<file path="src/rtl/bus_arbiter.sv">
// Two-device bus arbiter: registered grants, tie-break against the last owner, registered bus mux.
// Optional macro BUS_ARB_BURST_LIMIT_EN caps an owner at MAX_BURST cycles while the other device waits.
module bus_arbiter #(
    parameter int N         = 8,
    parameter int MAX_BURST = 4
) (
    input  logic         clk,
    input  logic         rst,
    input  logic         req_1,
    input  logic         req_2,
    input  logic [N-1:0] data_in_1,
    input  logic [N-1:0] data_in_2,
    output logic         grant_1,
    output logic         grant_2,
    output logic         sel,
    output logic [N-1:0] bus,
    output logic         bus_valid
);

    typedef enum logic [1:0] {IDLE, OWN1, OWN2, TURN} state_t;

    state_t         state_q, state_d;
    logic           last2_q, last2_d;   // 1: device 2 owned last, so device 1 wins the next tie
    logic           grant1_q, grant2_q, sel_q, valid_q;
    logic [N-1:0]   bus_q;
    logic           lim1, lim2;

`ifdef BUS_ARB_BURST_LIMIT_EN
    localparam int CW = $clog2(MAX_BURST + 1);
    logic [CW-1:0] cnt_q, cnt_d;

    assign lim1 = (cnt_q == CW'(MAX_BURST)) && req_2;
    assign lim2 = (cnt_q == CW'(MAX_BURST)) && req_1;

    always_comb begin
        cnt_d = '0;
        if (state_d == OWN1 || state_d == OWN2) begin
            if (state_q == IDLE || state_q == TURN)
                cnt_d = CW'(1);
            else if (cnt_q == CW'(MAX_BURST))
                cnt_d = cnt_q;
            else
                cnt_d = cnt_q + CW'(1);
        end
    end

    always_ff @(posedge clk) begin
        if (rst) cnt_q <= '0;
        else     cnt_q <= cnt_d;
    end
`else
    assign lim1 = 1'b0;
    assign lim2 = 1'b0;
`endif

    always_comb begin
        state_d = state_q;
        last2_d = last2_q;
        case (state_q)
            IDLE, TURN: begin
                if (req_1 && (!req_2 || last2_q)) begin
                    state_d = OWN1;
                    last2_d = 1'b0;
                end else if (req_2) begin
                    state_d = OWN2;
                    last2_d = 1'b1;
                end else begin
                    state_d = IDLE;
                end
            end
            OWN1:    if (!req_1 || lim1) state_d = TURN;
            OWN2:    if (!req_2 || lim2) state_d = TURN;
            default: state_d = IDLE;
        endcase
    end

    always_ff @(posedge clk) begin
        if (rst) begin
            state_q  <= IDLE;
            last2_q  <= 1'b1;
            grant1_q <= 1'b0;
            grant2_q <= 1'b0;
            sel_q    <= 1'b0;
            bus_q    <= '0;
            valid_q  <= 1'b0;
        end else begin
            state_q  <= state_d;
            last2_q  <= last2_d;
            grant1_q <= (state_d == OWN1);
            grant2_q <= (state_d == OWN2);
            if (state_d == OWN1)
                sel_q <= 1'b0;
            else if (state_d == OWN2)
                sel_q <= 1'b1;
            // Datapath follows the current owner, so bus lags the grant by one cycle.
            case (state_q)
                OWN1: begin
                    bus_q   <= data_in_1;
                    valid_q <= 1'b1;
                end
                OWN2: begin
                    bus_q   <= data_in_2;
                    valid_q <= 1'b1;
                end
                default: valid_q <= 1'b0;
            endcase
        end
    end

    assign grant_1   = grant1_q;
    assign grant_2   = grant2_q;
    assign sel       = sel_q;
    assign bus       = bus_q;
    assign bus_valid = valid_q;

endmodule

</file>
<file path="config.mk">
export PLATFORM = sky130hd
export DESIGN_NAME = bus_arbiter
export DESIGN_NICKNAME = d
export VERILOG_FILES = /design/src/rtl/bus_arbiter.sv
export SDC_FILE = /design/constraint.sdc
export NUM_CORES = 1
export LEC_CHECK = 0
export ABC_CLOCK_PERIOD_IN_PS = 1400
export CAP_MARGIN = 10
export CORE_MARGIN = 2
export CORE_UTILIZATION = 36
export DETAILED_ROUTE_END_ITERATION = 16
export PLACE_DENSITY = 0.74
export SYNTH_ARGS = -nofsm -noshare
export SYNTH_HDL_FRONTEND = slang
export SYNTH_SLANG_ARGS = --single-unit
</file>
<file path="constraint.sdc">
create_clock -name clk -period 1.4 [get_ports clk]
set_input_delay 0.14 -clock clk [delete_from_list [all_inputs] [get_ports clk]]
set_output_delay 0.14 -clock clk [all_outputs]
set_load 0.03 [all_outputs]
</file>
==> impl_results.md, run 1 <==
* Cells taking the most area after synthesis: dfxtp_1, mux2i_1, nor2_1, a21oi_1, ha_1
* Vias in the first global route at between 600 and 700
* PD cells at 2140 nW/µm²
* Most frequent cells in the layout: nor2_1, clkdlybuf4s50_1, dfxtp_1
* Count of flip-flops with a built-in enable after synthesis at 0
* Tot Pwr at 2.58 mW
* Clock Sinks at 15
* DIE WIDTH at 48.3 µm
* Startpoint type of the worst setup path: flop
* Final hold violation count at 0
* Final setup margin at 0.0232 ns
* CTS tree: built
* Yosys synthesis warning count at 0
* Post-synthesis net count at between 100 and 150
* Initial core utilization at 37.2%
* Sequential cell area fraction in the yosys report at 42.5%
* Diode count at 0
* Core area at 1900 µm²
* Clock Skews at 0.000974 ns
* Fmax achieved at 726 MHz
* Maximum fanout along the worst path at 3
* Final setup fails at 0
* WP depth at 6
* Syn avg cell area at approximately 8.9 µm²
* Commonest non-fill, non-tap cell in the layout: nor2_1
* Vias at 683
* Post-synth ARST share at 0%
* RSZ-0062 raised after global routing: true
* Area of the die at between 2000 and 2500 µm²
* # port buffers at 31
* GPL Wtd Cong at 0.742
* Critical Path Source: state_q[0]$_SDFF_PP0_
* First-pass GRT wire length at 2730 µm
* Slew Viols, Final at 0
* Cts bufs inserted at 3
* Largest net degree at the start of global routing at 12
* Area of the multi-input gates at ~420 µm²
* Initial antenna violation count at 0
* WL per Instance at 10.7 µm
* Tcrit/Tclk final at 98.3%
* Worst r2r path cells at 6
* Drt drc at 0
* Initial DRT Pass Iterations at 4
* Setup TNS at 0 ns
* Worst slew pin tran at 0.349 ns
* Slowest stage delay, CP at about 0.35 ns
* Bufs on Longest Clock Path at 2
* Mapped cell area at 707 µm²
* Floorplan row count at 16
* Via/cell ratio at 4.61
* Area grow syn2layout at 70.1%
* Root Driver: clkbuf_4
* Crit path buf inv count at 2
* Pre-CTS setup slack at -0.0578 ns
* Post-Synthesis Cells at 79
* CP Capture Type: flop
* Data arrival time of the critical path at 1.58 ns
* Total congestion overflow at 0
* FF+latch count, synth at 15
* WS Path Type: reg2reg
* Min-delay worst type: reg2reg
* Dpl hpwl at between 1000 and 1500 µm
* Post-Route WL at 1580 µm
* Hold depth at 2
* Min Tclk post-route at 1.38 ns
* Cts hold-fix bufs at 0
* Yosys top cell by area: dfxtp_1
* Outcome: finished clean
* Crit path cell chain: inv_2, buf_6, ha_4, a211oi_4, o211ai_2, o22ai_1
* Slew margin rel. at 76.7%
* Max cap viols at 0
* Storage element area at ~310 µm²
* Share of cells above drive strength 1 at 23.1%
* Clock transition at path regs at ~0.09 ns
* Critical path's slowest cell: dfxtp_2
* Top-level I/O count at 32
* Fillers at 174
* Initial DRC Count at 7
* Crit path max-delay family: compound AO/OA/AOI/OAI gates
* Share of the synthesized area in the top cell type at 42.5%
* Post-DRT Antenna Nets at 0
* Hold path start: bus[4]$_SDFFE_PP0N_
* Leakage at 0.552 nW
* Critical R2R Launch: state_q[0]$_SDFF_PP0_
* Req. time, crit path at 1.60 ns
* VDD IR max at 0.00111 V
* Distinct cell type count after synthesis at 20
* Total track usage at 14.7%
* Clk Latency, worst-skew pair at 0.27 ns
* Top_reg_cell synth: dfxtp_1
* H-tree levels at 1
* Die height at 48.3 µm
* Layout Nets at 145
## where the power goes
part / switching (mW) / internal (mW)
clock: 0.131 / 0.106
sequential: 0.0924 / 0.607
combinational: 0.884 / 0.756
## cell families (layout without fill, tap and decap cells)
family / after synthesis / after routing / synth area share (%)
simple gates: 29 / 29 / 19.1
compound gates: 17 / 17 / 16.8
flops: 15 / 15 / 42.5
mux: 8 / 8 / 11.3
buf+inv: 7 / 49 / 4.95
fa+ha+maj: 3 / 3 / 5.31
## final timing paths
check	to	slack (ns)
worst max register to register	sel$_SDFFE_PP0N_	0.02
worst min-delay path	bus[4]$_SDFFE_PP0N_	0.49
worst max-delay path	sel$_SDFFE_PP0N_	0.02
worst min register to register	bus[4]$_SDFFE_PP0N_	0.49
## layer usage
metal  routed length [µm]  GRT usage [%]
met1                  676           16.1
met2                  844           28.0
met3                   36           1.23
met4                   19           7.14
met5                    0              0
## Yosys cell counts, drive strengths merged (2+ instances only)
library cell and number:
a211oi 2, a21oi 10, buf 3, dfxtp 15, ha 3, inv 3, mux2i 8, nand2b 4
nor2 20, or2 2
## state kept, by name, indices dropped and copies added (netlist names)
register   flops
state_q        2
grant_2        1
last2_q        1
sel            1
bus_valid      1
bus            8
grant_1        1
## through the flow
| stage | instance area, µm² | util [%] | instances | hold slack, ns |
|---|---|---|---|---|
| after floorplan | 707 | - | 79 | 0.210 |
| after global placement | 1100 | 58.0 | 143 | 0.470 |
| after detailed placement | 1100 | 58.0 | 143 | 0.479 |
| after CTS | 1160 | 60.8 | 147 | 0.491 |
| after global routing | 1200 | 63.2 | 148 | 0.534 |
| final | 1200 | 63.2 | 148 | 0.494 |
## timing repair
item | in CTS | in global routing
endpoints found under the setup margin | 22 | 14
buffers inserted | 0 | 1
hold endpoints to repair | 0 | 0
pin swaps | 2 | 6
cloned | 0 | 0
resized for setup | 16 | 12
## layout make-up
class / instances / area share, %
clock buffer: 3 / 1.87
clock inverter: 1 / 0.416
inverter: 3 / 0.937
multi-input combinational: 57 / 35.0
sequential: 15 / 25.4
tap: 27 / 2.81
timing repair buffer: 42 / 33.6
## worst register-to-register path, stage by stage (launching register included)
cell and delay (ns):
dfxtp_2 0.35, inv_2 0.06, buf_6 0.11, ha_4 0.17, a211oi_4 0.31, o211ai_2 0.14
o22ai_1 0.16
Note: power is estimated with default switching activity, not from simulation.
==> inputs of run 2 (changes only) <==
CTS_CLUSTER_SIZE = 24   (was not set)
==> results of run 2 <==
Final layout, timing and power as in run 1 (identical DEF).
==> inputs of run 3 (changes only) <==
GPL_ROUTABILITY_DRIVEN = 0   (was not set)
==> results of run 3 <==
Final layout, timing and power as in run 1 (identical DEF).
==> patch 1 (config.mk and constraints of run 2) <==
Build with the macro `BUS_ARB_BURST_LIMIT_EN` defined.
--- a/src/rtl/bus_arbiter.sv
+++ b/src/rtl/bus_arbiter.sv
@@ -1,4 +1,6 @@
 // Two-device bus arbiter: registered grants, tie-break against the last owner, registered bus mux.
 // Optional macro BUS_ARB_BURST_LIMIT_EN caps an owner at MAX_BURST cycles while the other device waits.
+`define BUS_ARB_BURST_LIMIT_EN
+
 module bus_arbiter #(
     parameter int N         = 8,
Function: changed (Yosys sat finds a counterexample within 10 cycles, from zero or initial values and one cycle with rst high).
==> patch 1 against run 2 <==
The flow now finishes with violations (negative setup slack); combinational power up 34%; cell area increased by 26%; sequential cell count is 3 higher; global-route usage up 3.0 points; routed wire length increased by 44%; area after synthesis grew 26%; power grew 30%; worst setup slack got worse by 0.32 ns; critical path type unchanged; critical endpoint is now cnt_q[0]$_SDFFE_PP0P_; largest cell class unchanged.
==> patch 1: results (changes against run 2) <==
metric;value;unit;change
max_reg_flops;8;;unchanged
failed_checks;negative setup slack;;
ys_top_cells_by_count;sky130_fd_sc_hd__dfxtp_1 (18), sky130_fd_sc_hd__nor2_1 (13), sky130_fd_sc_hd__mux2i_1 (9);;was sky130_fd_sc_hd__nor2_1 (20), sky130_fd_sc_hd__dfxtp_1 (15), sky130_fd_sc_hd__a21oi_1 (10)
synth_cell_types;24;;was 20
total_routing_usage_reported_by_global_routing;17.7;%;was 14.7%
arrival;1.89;ns;was 1.58 ns
p_int;0.00201;W;was 0.00147 W
worstSetupStartpoint;state_q[0]$_SDFF_PP0_;;unchanged
asyncSetResetFlopFracSynth;0;%;unchanged
netlist_top_cells_area;sky130_fd_sc_hd__dfxtp_1 (41%), sky130_fd_sc_hd__mux2i_1 (10%), sky130_fd_sc_hd__mux2_2 (10%);;was sky130_fd_sc_hd__dfxtp_1 (42%), sky130_fd_sc_hd__mux2i_1 (11%), sky130_fd_sc_hd__nor2_1 (11%)
final_worst_clock_skew;0.00329;ns;was 0.000974 ns
post_route_cells_drive_above_1_share;42.1;%;was 23.1%
antenna_cells;0;;unchanged
grt_pass1_vias;805;;was 681
placed_cells;159;;was 143
final.hold.worst_slack;0.499;ns;was 0.494 ns
routabilityCongestion;0.689;;was 0.742
route.final.wire_length;2260;um;was 1580 um
critPathCapture;cnt_q[0]$_SDFFE_PP0P_;;was sel$_SDFFE_PP0N_
ys.warnings.count;0;;unchanged
grt_pass1_wl;3550;um;was 2730 um
run_status;finished, violations left;;was finished clean
pre_cts_ws;-0.403;ns;was -0.0578 ns
setup_viol;15;;was 0
hpwlAfterDp;1630;um;was 1270 um
wl_per_cell;13.3;um;was 10.7 um
static-leakage-power;0.672;nW;was 0.552 nW
cts_made_buffers;3;;unchanged
clk_pin_slew;0.10;ns;
yosysSeqAreaShare;40.5;%;was 42.5%
critical_path_fanouts_max;3;;unchanged
place.port_buffers;31;;unchanged
swShare;39.7;%;was 43.0%
timing.max_slew.rel_slack;78.3;%;was 76.7%
seq_cell_power;0.000823;W;was 0.000700 W
hold_crit_endpoint;sel$_SDFFE_PP0P_;;was bus[4]$_SDFFE_PP0N_
hold-path-cell-count;2;;unchanged
clk-insertion-delay-late;0.29;ns;was 0.27 ns
num_vias;832;;was 683
fillCellCount;199;;was 174
antenna_violations_before_repair;0;;unchanged
slowest_delay;0.38;ns;was 0.35 ns
clk_root_buffer_cell;sky130_fd_sc_hd__clkbuf_4;;unchanged
number_of_levels_in_the_clock_h_tree;1;;unchanged
drtIter0Drc;11;;was 7
reg2regPathDepth;8;;was 6
synth.net_count;116;;was 102
grt_max_degree;13;;was 12
placed_cell_area;1380;um2;was 1100 um2
layout.nets;167;;was 145
cts-root-to-sink-buffers;2;;unchanged
hold_path.class;flop to flop;;unchanged
post_synth_inst_count;90;;was 79
setup_ws;-0.296;ns;was 0.0232 ns
first_pass_iters;4;;unchanged
max-vdd-ir-drop;1170;uV;was 1110 uV
combPwrFrac;65.8;%;was 63.7%
min_from;sel$_SDFFE_PP0P_;;was bus[4]$_SDFFE_PP0N_
==> patch 1: layout make-up <==
cell class | instances | share of cell area [%]
Multi-Input combinational cell | 63 | 39.6
Timing Repair Buffer | 51 | 30.3
Sequential cell | 18 | 24.2
Tap cell | 30 | 2.47
Inverter | 4 | 0.988
Clock buffer | 4 | 2.39
==> patch 1: timing repair <==
item,CTS,global route
gates resized for setup,24,8
pin swaps,4,3
setup buffers,5,3
setup endpoints to repair,28,17
==> patch 1: through the flow <==
| stage | utilization, % | setup TNS (ns) |
|---|---|---|
| floorplan | - | -1.15 |
| global placement | 57.4 | -2.26 |
| detailed placement | 57.4 | -3.00 |
| CTS | 61.5 | -2.09 |
| global route | 63.0 | -3.25 |
| finish | 63.0 | -2.26 |
==> patch 1: cell families (layout without fill, tap and decap cells) <==
group,count (synthesis),count (layout),synth area share (%)
XOR/XNOR,1,1,0.985
adder cells (fa/ha/maj),6,6,8.44
buffers and inverters,9,59,4.22
AO/OA/AOI/OAI,8,8,7.73
flip-flops,18,18,40.5
multiplexers,17,17,20.3
AND/OR/NAND/NOR,31,31,17.9
==> patch 1: worst max-delay path: cells and delay by family (launching register included) <==
kind | cells | cell delay (ns)
AOI/OAI and AO/OA | 2 | 0.47
adders and majority gates | 2 | 0.45
DFF | 1 | 0.38
buffers and inverters | 2 | 0.17
and+or+nand+nor | 2 | 0.13
==> patch 1: metal layers <==
metal / share of wire, % / GRT usage (%) / vias to the layer above
li1: - / - / 408
met1: 39 / 18.9 / 389
met2: 53 / 31.1 / 29
met3: 6.0 / 5.00 / 6
met4: 2.1 / 9.40 / 0
met5: 0 / 0 / -
==> patch 2 (flow settings as in run 2) <==
Without the edit above. Re-encode `state_t` (4 states) as one-hot, 4 bits wide.
--- a/src/rtl/bus_arbiter.sv
+++ b/src/rtl/bus_arbiter.sv
@@ -18,5 +18,5 @@
 );
 
-    typedef enum logic [1:0] {IDLE, OWN1, OWN2, TURN} state_t;
+    typedef enum logic [3:0] {IDLE = 4'b0001, OWN1 = 4'b0010, OWN2 = 4'b0100, TURN = 4'b1000} state_t;
 
     state_t         state_q, state_d;
Formal check against the unedited RTL: no difference found for any inputs over 10 cycles, from zero or initial values and one cycle with rst high; not proved beyond that.
==> patch 2 against run 2 <==
Maximum frequency increased by 4.6%; area after synthesis rose by 18%; routed wire length rose by 30%; sequential cell count increased by 2; highest routed layer unchanged; clock skew grew 0.0018 ns; worst setup slack gained 0.060 ns; die area grew 16%; cell area grew 6.6%; via count grew 20%; critical endpoint is now last2_q$_SDFFE_PP1P_; synthesized cell count is 18% higher.
Power is not compared: it rests on default switching activity, and its combinational part moved more than twofold at a synthesized area within 25%.
==> patch 2: results (changes against run 2) <==
metric;value;unit;change
num_vias;822;;was 683
hpwlAfterDp;1620;um;was 1270 um
wl_met3;118;um;was 36 um
critPathCapture;last2_q$_SDFFE_PP1P_;;was sel$_SDFFE_PP0N_
fillCellCount;217;;was 174
hold-path-cell-count;3;;was 2
route.detailed.vias_per_inst;5.01;;was 4.61
synth.net_count;113;;was 102
ys_top_cells_by_count;sky130_fd_sc_hd__nand2_1 (18), sky130_fd_sc_hd__dfxtp_1 (17), sky130_fd_sc_hd__a21oi_1 (9);;was sky130_fd_sc_hd__nor2_1 (20), sky130_fd_sc_hd__dfxtp_1 (15), sky130_fd_sc_hd__a21oi_1 (10)
final.hold.worst_slack;0.403;ns;was 0.494 ns
total_routing_usage_reported_by_global_routing;16.8;%;was 14.7%
synth_cell_types;31;;was 20
reg2regPathDepth;5;;was 6
hold_crit_endpoint;bus[5]$_SDFFE_PP0P_;;was bus[4]$_SDFFE_PP0N_
clk_pin_slew;0.11;ns;was 0.09 ns
hold_path.class;input pin to flop;;was flop to flop
arrival;1.52;ns;was 1.58 ns
worstSetupStartpoint;state_q[3]$_SDFF_PP0_;;was state_q[0]$_SDFF_PP0_
min_from;data_in_2[5];;was bus[4]$_SDFFE_PP0N_
syn-mean-instance-area;8.93;um2;was 8.95 um2
run_status;finished clean;;unchanged
grt_pass1_wl;3270;um;was 2730 um
netlist_top_cells_area;sky130_fd_sc_hd__dfxtp_1 (41%), sky130_fd_sc_hd__a311oi_1 (8.4%), sky130_fd_sc_hd__nand2_1 (8.1%);;was sky130_fd_sc_hd__dfxtp_1 (42%), sky130_fd_sc_hd__mux2i_1 (11%), sky130_fd_sc_hd__nor2_1 (11%)
wirelength_met1;878;um;was 676 um
yosysSeqAreaShare;41.0;%;was 42.5%
wl_per_cell;12.5;um;was 10.7 um
drtIter0Drc;3;;was 7
timing.max_slew.rel_slack;78.8;%;was 76.7%
r2r-end;last2_q$_SDFFE_PP1P_;;was sel$_SDFFE_PP0N_
grt_pass1_vias;796;;was 681
detailroute.wirelength.met2;1030;um;was 844 um
grt_max_degree;11;;was 12
r2r_setup_slk;0.08;ns;was 0.02 ns
==> patch 2: cell types whose count changed in the layout (fill, tap and decap cells not counted), sizes merged, moves of 4 or more <==
| cell | run 2 | this run |
|---|---|---|
| nand2 | 1 | 18 |
| nor2 | 20 | 7 |
| a311oi | 0 | 8 |
| mux2i | 8 | 0 |
| buf | 11 | 16 |
| nand2b | 4 | 0 |
==> patch 2: stage by stage <==
stage / setup slack [ns] / power, W / util (%) / instance area [um2]
after floorplan: 0.0656 / 0.000794 / - / 831
after global placement: 0.0249 / 0.000966 / 56.3 / 1230
after detailed placement: 0.00324 / 0.000974 / 56.3 / 1230
after CTS: 0.00305 / 0.00123 / 56.8 / 1240
after global routing: 0.0152 / 0.00130 / 58.5 / 1280
final: 0.0834 / 0.00123 / 58.5 / 1280
==> patch 2: kinds of logic after synthesis <==
family,count (synthesis),synth area share [%]
and+or+nand+nor,37,23.6
AOI/OAI and AO/OA,28,24.2
DFF,17,41.0
buffers and inverters,9,7.23
xor gates and xnor gates,2,3.92
==> patch 2: layout make-up <==
| class | instances | area share [%] |
|---|---|---|
| clock buffer | 3 | 1.76 |
| clock inverter | 1 | 0.391 |
| inverter | 1 | 0.293 |
| multi-input combinational | 67 | 35.2 |
| sequential | 17 | 27.0 |
| tap | 28 | 2.73 |
| timing repair buffer | 47 | 32.7 |
==> patch 2: routing by layer <==
metal	vias to the layer above	global-route usage, %
li1	426	-
met1	364	18.1
met2	28	30.8
met3	4	3.45
met4	0	7.89
met5	-	0
==> patch 2: timing repair <==
item,4_1_cts,5_1_grt
setup endpoints to repair,12,11
resized for setup,12,10
cloned,0,0
buffers inserted,0,1
pin swaps,0,3
